**src/rtl/maxpool2x2.sv**
```systemverilog
// 2x2 stride-2 max-pooling stage with optional fused ReLU on a raster-order pixel stream.
// Even rows leave per-pair partial maxima in a half-width line buffer; odd rows complete the window.
module maxpool2x2 #(
  parameter int DATA_W  = 8,
  parameter int IMG_W   = 28,
  parameter int IMG_H   = 28,
  parameter int RELU_EN = 0
) (
  input  logic                     clk,
  input  logic                     rst_n,
  input  logic                     clear,
  input  logic                     valid_in,
  input  logic signed [DATA_W-1:0] data_in,
  output logic                     valid_out,
  output logic signed [DATA_W-1:0] data_out,
  output logic                     last_out
);

  localparam int HALF_W = IMG_W / 2;
  localparam int COL_W  = (IMG_W > 1) ? $clog2(IMG_W) : 1;
  localparam int ROW_W  = (IMG_H > 1) ? $clog2(IMG_H) : 1;
  localparam int LB_AW  = (HALF_W > 1) ? $clog2(HALF_W) : 1;
  localparam logic [COL_W-1:0] COL_MAX = COL_W'(IMG_W - 1);
  localparam logic [ROW_W-1:0] ROW_MAX = ROW_W'(IMG_H - 1);

  logic [COL_W-1:0]         col;
  logic [ROW_W-1:0]         row;
  logic signed [DATA_W-1:0] h_reg;
  logic signed [DATA_W-1:0] lbuf [HALF_W];
  logic [LB_AW-1:0]         lb_idx;
  logic                     col_last;
  logic                     frame_last;
  logic signed [DATA_W-1:0] hmax_p0;
  logic signed [DATA_W-1:0] pooled_p0;

  function automatic logic signed [DATA_W-1:0] smax(input logic signed [DATA_W-1:0] a,
                                                    input logic signed [DATA_W-1:0] b);
    return (a > b) ? a : b;
  endfunction

  function automatic logic signed [DATA_W-1:0] relu_clamp(input logic signed [DATA_W-1:0] v);
    if ((RELU_EN != 0) && (v < 0)) return '0;
    return v;
  endfunction

  assign lb_idx     = LB_AW'(col >> 1);
  assign col_last   = (col == COL_MAX);
  assign frame_last = col_last && (row == ROW_MAX);
  assign hmax_p0    = smax(h_reg, data_in);
  assign pooled_p0  = relu_clamp(smax(lbuf[lb_idx], hmax_p0));

  // Line buffer is written before it is ever read, so it carries no reset.
  always_ff @(posedge clk) begin
    if (valid_in && !clear && col[0] && !row[0]) lbuf[lb_idx] <= hmax_p0;
  end

  // Stage boundary: window result registered onto the outputs one clock after its last pixel.
  always_ff @(posedge clk or negedge rst_n) begin
    if (!rst_n) begin
      col       <= '0;
      row       <= '0;
      h_reg     <= '0;
      valid_out <= 1'b0;
      data_out  <= '0;
      last_out  <= 1'b0;
    end else if (clear) begin
      col       <= '0;
      row       <= '0;
      h_reg     <= '0;
      valid_out <= 1'b0;
      data_out  <= '0;
      last_out  <= 1'b0;
    end else begin
      valid_out <= 1'b0;
      last_out  <= 1'b0;
      if (valid_in) begin
        if (col_last) begin
          col <= '0;
          row <= (row == ROW_MAX) ? '0 : row + 1'b1;
        end else begin
          col <= col + 1'b1;
        end
        if (!col[0]) begin
          h_reg <= data_in;
        end else if (row[0]) begin
          valid_out <= 1'b1;
          data_out  <= pooled_p0;
          last_out  <= frame_last;
        end
      end
    end
  end

endmodule

```
**config.mk**
```make
export PLATFORM = sky130hd
export DESIGN_NAME = maxpool2x2
export DESIGN_NICKNAME = d
export VERILOG_FILES = /design/src/rtl/maxpool2x2.sv
export SDC_FILE = /design/constraint.sdc
export NUM_CORES = 1
export LEC_CHECK = 0
export ABC_CLOCK_PERIOD_IN_PS = 4500
export CELL_PAD_IN_SITES_DETAIL_PLACEMENT = 0
export CELL_PAD_IN_SITES_GLOBAL_PLACEMENT = 2
export CORE_ASPECT_RATIO = 0.8
export CORE_MARGIN = 2
export CORE_UTILIZATION = 45
export DETAILED_ROUTE_END_ITERATION = 6
export GPL_TIMING_DRIVEN = 0
export PLACE_DENSITY = 0.76
export SLEW_MARGIN = 40
export SYNTH_ARGS = -nofsm -noshare
export SYNTH_HDL_FRONTEND = slang
export SYNTH_SLANG_ARGS = --single-unit
export TNS_END_PERCENT = 1
```
**constraint.sdc**
```tcl
create_clock -name clk -period 4.5 [get_ports clk]
set_input_delay 0.45 -clock clk [delete_from_list [all_inputs] [get_ports clk]]
set_output_delay 0.45 -clock clk [all_outputs]
set_load 0.02 [all_outputs]
```
# Word-level counts from Yosys, hierarchy flattened
# Memories as Yosys holds them, arrays and structs flattened.
# Index checks and enable logic that the tools add are counted.
[word_totals]
register_bits = 28
ramBits = 112
in_bits = 12
memories = 1
[memory_table]
columns = ["name", "words", "word_bits", "rd", "rd_ports_with_merged_regs", "write_ports", "line_no", "source"]
rows = [
  ["lbuf", 14, 8, 1, 0, 1, "29", "logic signed [DATA_W-1:0] lbuf [HALF_W];"],
]
[op_classes]
n_addsub = 2
magnitude_cmp = 2
eq_ne = 3
muxes = 26
reduce_logical = 13
[ops]
columns = ["cell", "n"]
rows = [
  ["$mux W8", 9],
  ["$mux W5", 7],
  ["$gt A8 B8 Y1", 2],
  ["$add A5 B1 Y5 const B", 2],
  ["$eq A5 B5 Y1 const B", 2],
  ["$mux W1", 10],
  ["$reduce_bool A2 Y1", 4],
  ["$logic_and A1 B1 Y1", 4],
  ["$reduce_and A2 Y1", 2],
  ["$reduce_and A3 Y1", 1],
  ["$logic_not A1 Y1", 2],
  ["$ne A2 B2 Y1 const B", 1],
]

# Depth between registers and ports, before layout
[logic_depth]
depth_word = 8
ltp_mapped = 18
mapped_depth_nobuf = 17

# Worst setup path before layout
# No wires, ideal clock.
[synth_timing]
path_kind = "register to register"
start = "reg col[1]"
end = "reg data_out[4]"
arrival_time_ns = 3.884
path_slack_ns = 0.494
stages_incl_launch_ff = 16
n_path_buf = 4
synth_period_minus_slack_ns = 4.006
cell_sequence = "dfrtp_1 -> buf_2 -> buf_2 -> buf_2 -> mux4_2 -> mux4_2 -> ha_1 -> nand3_1 -> nor2_1 -> nand2_1 -> or4b_1 -> a21oi_1 -> o22a_2 -> buf_6 -> mux2i_1 -> nand2_1"
[synth_via]
elab_chain_cells = 7
[synth_lines]
columns = ["element", "line_no", "source"]
rows = [
  ["start: declaration", "26", "logic [COL_W-1:0] col;"],
  ["start signal: assignment", "81", "col <= col + 1'b1;"],
  ["$mem_v2 Z14 W8 *", "--", ""],
  ["$gt A8 B8 Y1", "38", "return (a > b) ? a : b;"],
  ["$mux W8 *", "38", ""],
  ["$mux W8 *", "85", "end else if (row[0]) begin"],
  ["$mux W8 *", "83", "if (!col[0]) begin"],
  ["$mux W8 *", "76", "if (valid_in) begin"],
  ["$mux W8 *", "66", "end else if (clear) begin"],
  ["end signal: assignment", "87", "data_out <= pooled_p0;"],
  ["end: declaration", "15", "output logic signed [DATA_W-1:0] data_out,"],
]
# Every way passes the cells marked *; elsewhere a longest branch is shown, timed or not. The select of a mux whose other input is x is not followed.
# A chain may end at the register's enable or synchronous reset.

# Worst setup path after layout
[layout_timing]
start = "reg col[1]"
end = "reg data_out[5]"
# Same word-level chain as after synthesis.

==> results.txt <==
outcome: finished, final reports clean
Syn-to-layout area delta: 18.65%
Startpoint Class: flip-flop
Clock transition at path regs: 60 ps
All-Layer GR Usage: 20.73%
routed vias: 3,621
vias in the first global route: 3,671
Post-Synthesis Cells: 420
top-area cell type share of the netlist area: 54.30%
GRT Residual Overflow: 0
Setup crit end kind: flip-flop
Final Hold Viols: 0
total of max-cap violations: 0
I/O Buffers: 21
Placed Instances: 622
Worst Skew: 13.95 ps
flops & latches, synth: 140
maximum achievable frequency: 0.2397 GHz
routability congestion estimate: 0.7820
multi-input logic area: 2041 um2
Fillers: 1,121
final setup fails: 0
Power Density: 432.0 nW/um2
WHS: 52.67 ps
crit path kind: flip-flop to flip-flop
CP arrival: 4500 ps
clock tree from TritonCTS: yes
max reg flops: 112
vias per cell: 5.520
Row Count: 38
die area: 14,720 um2
initial antenna violation count: 0
Mapped Nets: 448
Post-synth EDFFs: 112
net count reported at finish: 491
Yosys top cell by area: edfxtp_1
Num CTS Buffers: 17
global-route wire length before repair: 21.63 mm
CTS H-tree depth: 4
count of yosys warnings during synthesis: 0
RSZ-0062 raised after global routing: no
max_slew headroom: 47.61%
layout cell share with drive strength beyond 1: 21.43%
clk sink count: 140
Synth Flop Type: edfxtp_1
Pre-antenna DRT Iters: 4
remaining routing DRC violations: 0
Die W: 135.2 um
ys async rst share: 20.00%
min-delay worst type: input port to async pin
HPWL Detailed: 9.242 mm
Final Cycle Share: 92.70%
Worst-Margin Slew: 783.0 ps
WP data required: 4820 ps
Sequential Area: 4064 um2
clock buffer depth: 2
I/O pin count: 22
post-synthesis cell area: 6193 um2
Die Ht: 108.9 um
CP max FO: 10
mean area per synthesized cell: 14.75 um2
Peak VDD IR: 0.3009 mV
post-route ant nets: 0
final worst slack: 328.3 ps
Iter 0 DRT Violations: 301
clk_lat worst skew: 430 ps
Core ar.: 13,500 um2
min cycle time layout: 4172 ps
initial core utilization: 45.87%
Antenna diodes: 0
final WL: 13.74 mm
post-synthesis cell type count: 47
largest net degree at the start of global routing: 29
CTS root buf: clkbuf_16
Lkg Pwr: 0.002621 uW
Placed Instance Area: 6664 um2
wire per inst: 20.95 um
setup slack at placement: -365.3 ps
fin. max-slew vios: 0
top cells by area, synth: edfxtp_1, dfrtp_1, mux4_2
fin cells: 656
Seq/Total Area, Yosys: 65.62%
Final Instance Area: 7348 um2
kinds of logic (layout without fill, tap and decap cells):
family | count (synthesis) | count (layout) | share of synthesized area [%]
flops | 140 | 140 | 65.62
simple gates | 119 | 119 | 9.010
compound gates | 59 | 59 | 5.758
mux | 49 | 49 | 13.92
buf+inv | 37 | 93 | 2.465
fa+ha+maj | 16 | 16 | 3.232
worst paths after layout:
check / startpoint / endpoint / slack [ps] / cells after the start
max: col[1] / data_out[5] / 330 / 15
min: rst_n / data_out[6] / 50 / 1
max reg2reg: col[1] / data_out[5] / 330 / 15
min reg2reg: data_out[1] / data_out[1] / 480 / 2
max in group asynchronous: rst_n / col[2] / 3990 / 1
min in group clk: data_out[1] / data_out[1] / 480 / 2
per-stage QoR:
step           utilization (%)  setup TNS, ps  power [uW]
6_report                 54.42              0        3175
5_1_grt                  54.42              0        3283
4_1_cts                  54.00              0        3189
3_5_place_dp             49.35          -2368        1716
3_3_place_gp             49.09          -6034        1711
2_1_floorplan                -              0        1629
per-layer routing:
layer  part of all wire [%]  GRT usage [%]  routed length [um]  vias to the layer above
met5                      0              0                   0                        -
met4                    1.3          7.589                 180                        0
met3                    4.2          5.393                 576                        9
met2                     44          29.48                6094                       70
met1                     50          30.92                6891                     1841
li1                       -              -                   -                     1701
synth_stat cells (8+ instances only):
| master | number |
|---|---|
| a21oi_1 | 28 |
| edfxtp_1 | 112 |
| nor3_1 | 8 |
| nor2_1 | 38 |
| ha_1 | 16 |
| mux2i_1 | 13 |
| nand2_1 | 38 |
| clkbuf_1 | 8 |
| nand3_1 | 8 |
| mux4_2 | 29 |
| inv_1 | 20 |
| dfrtp_1 | 28 |
cell usage in the layout (no fill, tap or decap), types with 4 or more instances in the layout:
| master | Yosys | layout |
|---|---|---|
| edfxtp_1 | 112 | 112 |
| nand2_1 | 38 | 38 |
| mux4_2 | 29 | 29 |
| a21oi_1 | 28 | 28 |
| dfrtp_1 | 28 | 28 |
| nor2_1 | 38 | 25 |
| inv_1 | 20 | 20 |
| clkdlybuf4s50_1 | 0 | 20 |
| clkbuf_16 | 0 | 17 |
| ha_1 | 16 | 16 |
| nor2_2 | 0 | 13 |
| mux2i_1 | 13 | 12 |
| nor3_1 | 8 | 8 |
| nand3_1 | 8 | 8 |
| clkbuf_1 | 8 | 7 |
| o21ai_0 | 7 | 6 |
| mux2_2 | 5 | 5 |
| buf_4 | 0 | 4 |
| nor3b_1 | 4 | 4 |
| o31ai_1 | 4 | 4 |
| bufinv_16 | 0 | 4 |
| inv_6 | 0 | 4 |
power by group:
group / switching, uW / total (uW) / internal, uW
Clock: 546 / 1470 / 928
Sequential: 5.75 / 1440 / 1440
Combinational: 164 / 259 / 95.7
Total: 716 / 3170 / 2460
worst max-delay path, stage by stage (launching register included):
cell	delay, ps
dfrtp_1	350
buf_4	230
buf_6	220
buf_6	220
mux4_2	560
mux4_2	530
ha_1	310
nand3_1	70
nor2_1	140
nand2_1	100
or4b_1	520
a21oi_1	210
o22a_2	170
buf_6	120
nor3_1	50
o31ai_1	240
cell type report:
cell class | count | area share, %
Clock buffer | 18 | 5.840
Sequential cell | 140 | 55.30
Clock inverter | 14 | 2.588
Timing Repair Buffer | 24 | 3.099
Buffer | 17 | 1.311
Tap cell | 180 | 3.065
Multi-Input combinational cell | 243 | 27.77
Inverter | 20 | 1.022
repair_timing:
action / CTS / global route
gates resized for setup: 4 / 9
gates cloned: 0 / 0
setup endpoints to repair: 8 / 8
pin swaps: 0 / 1
hold buffers: 0 / 0
setup buffers: 0 / 2
Power figures use the tool's default switching activity.
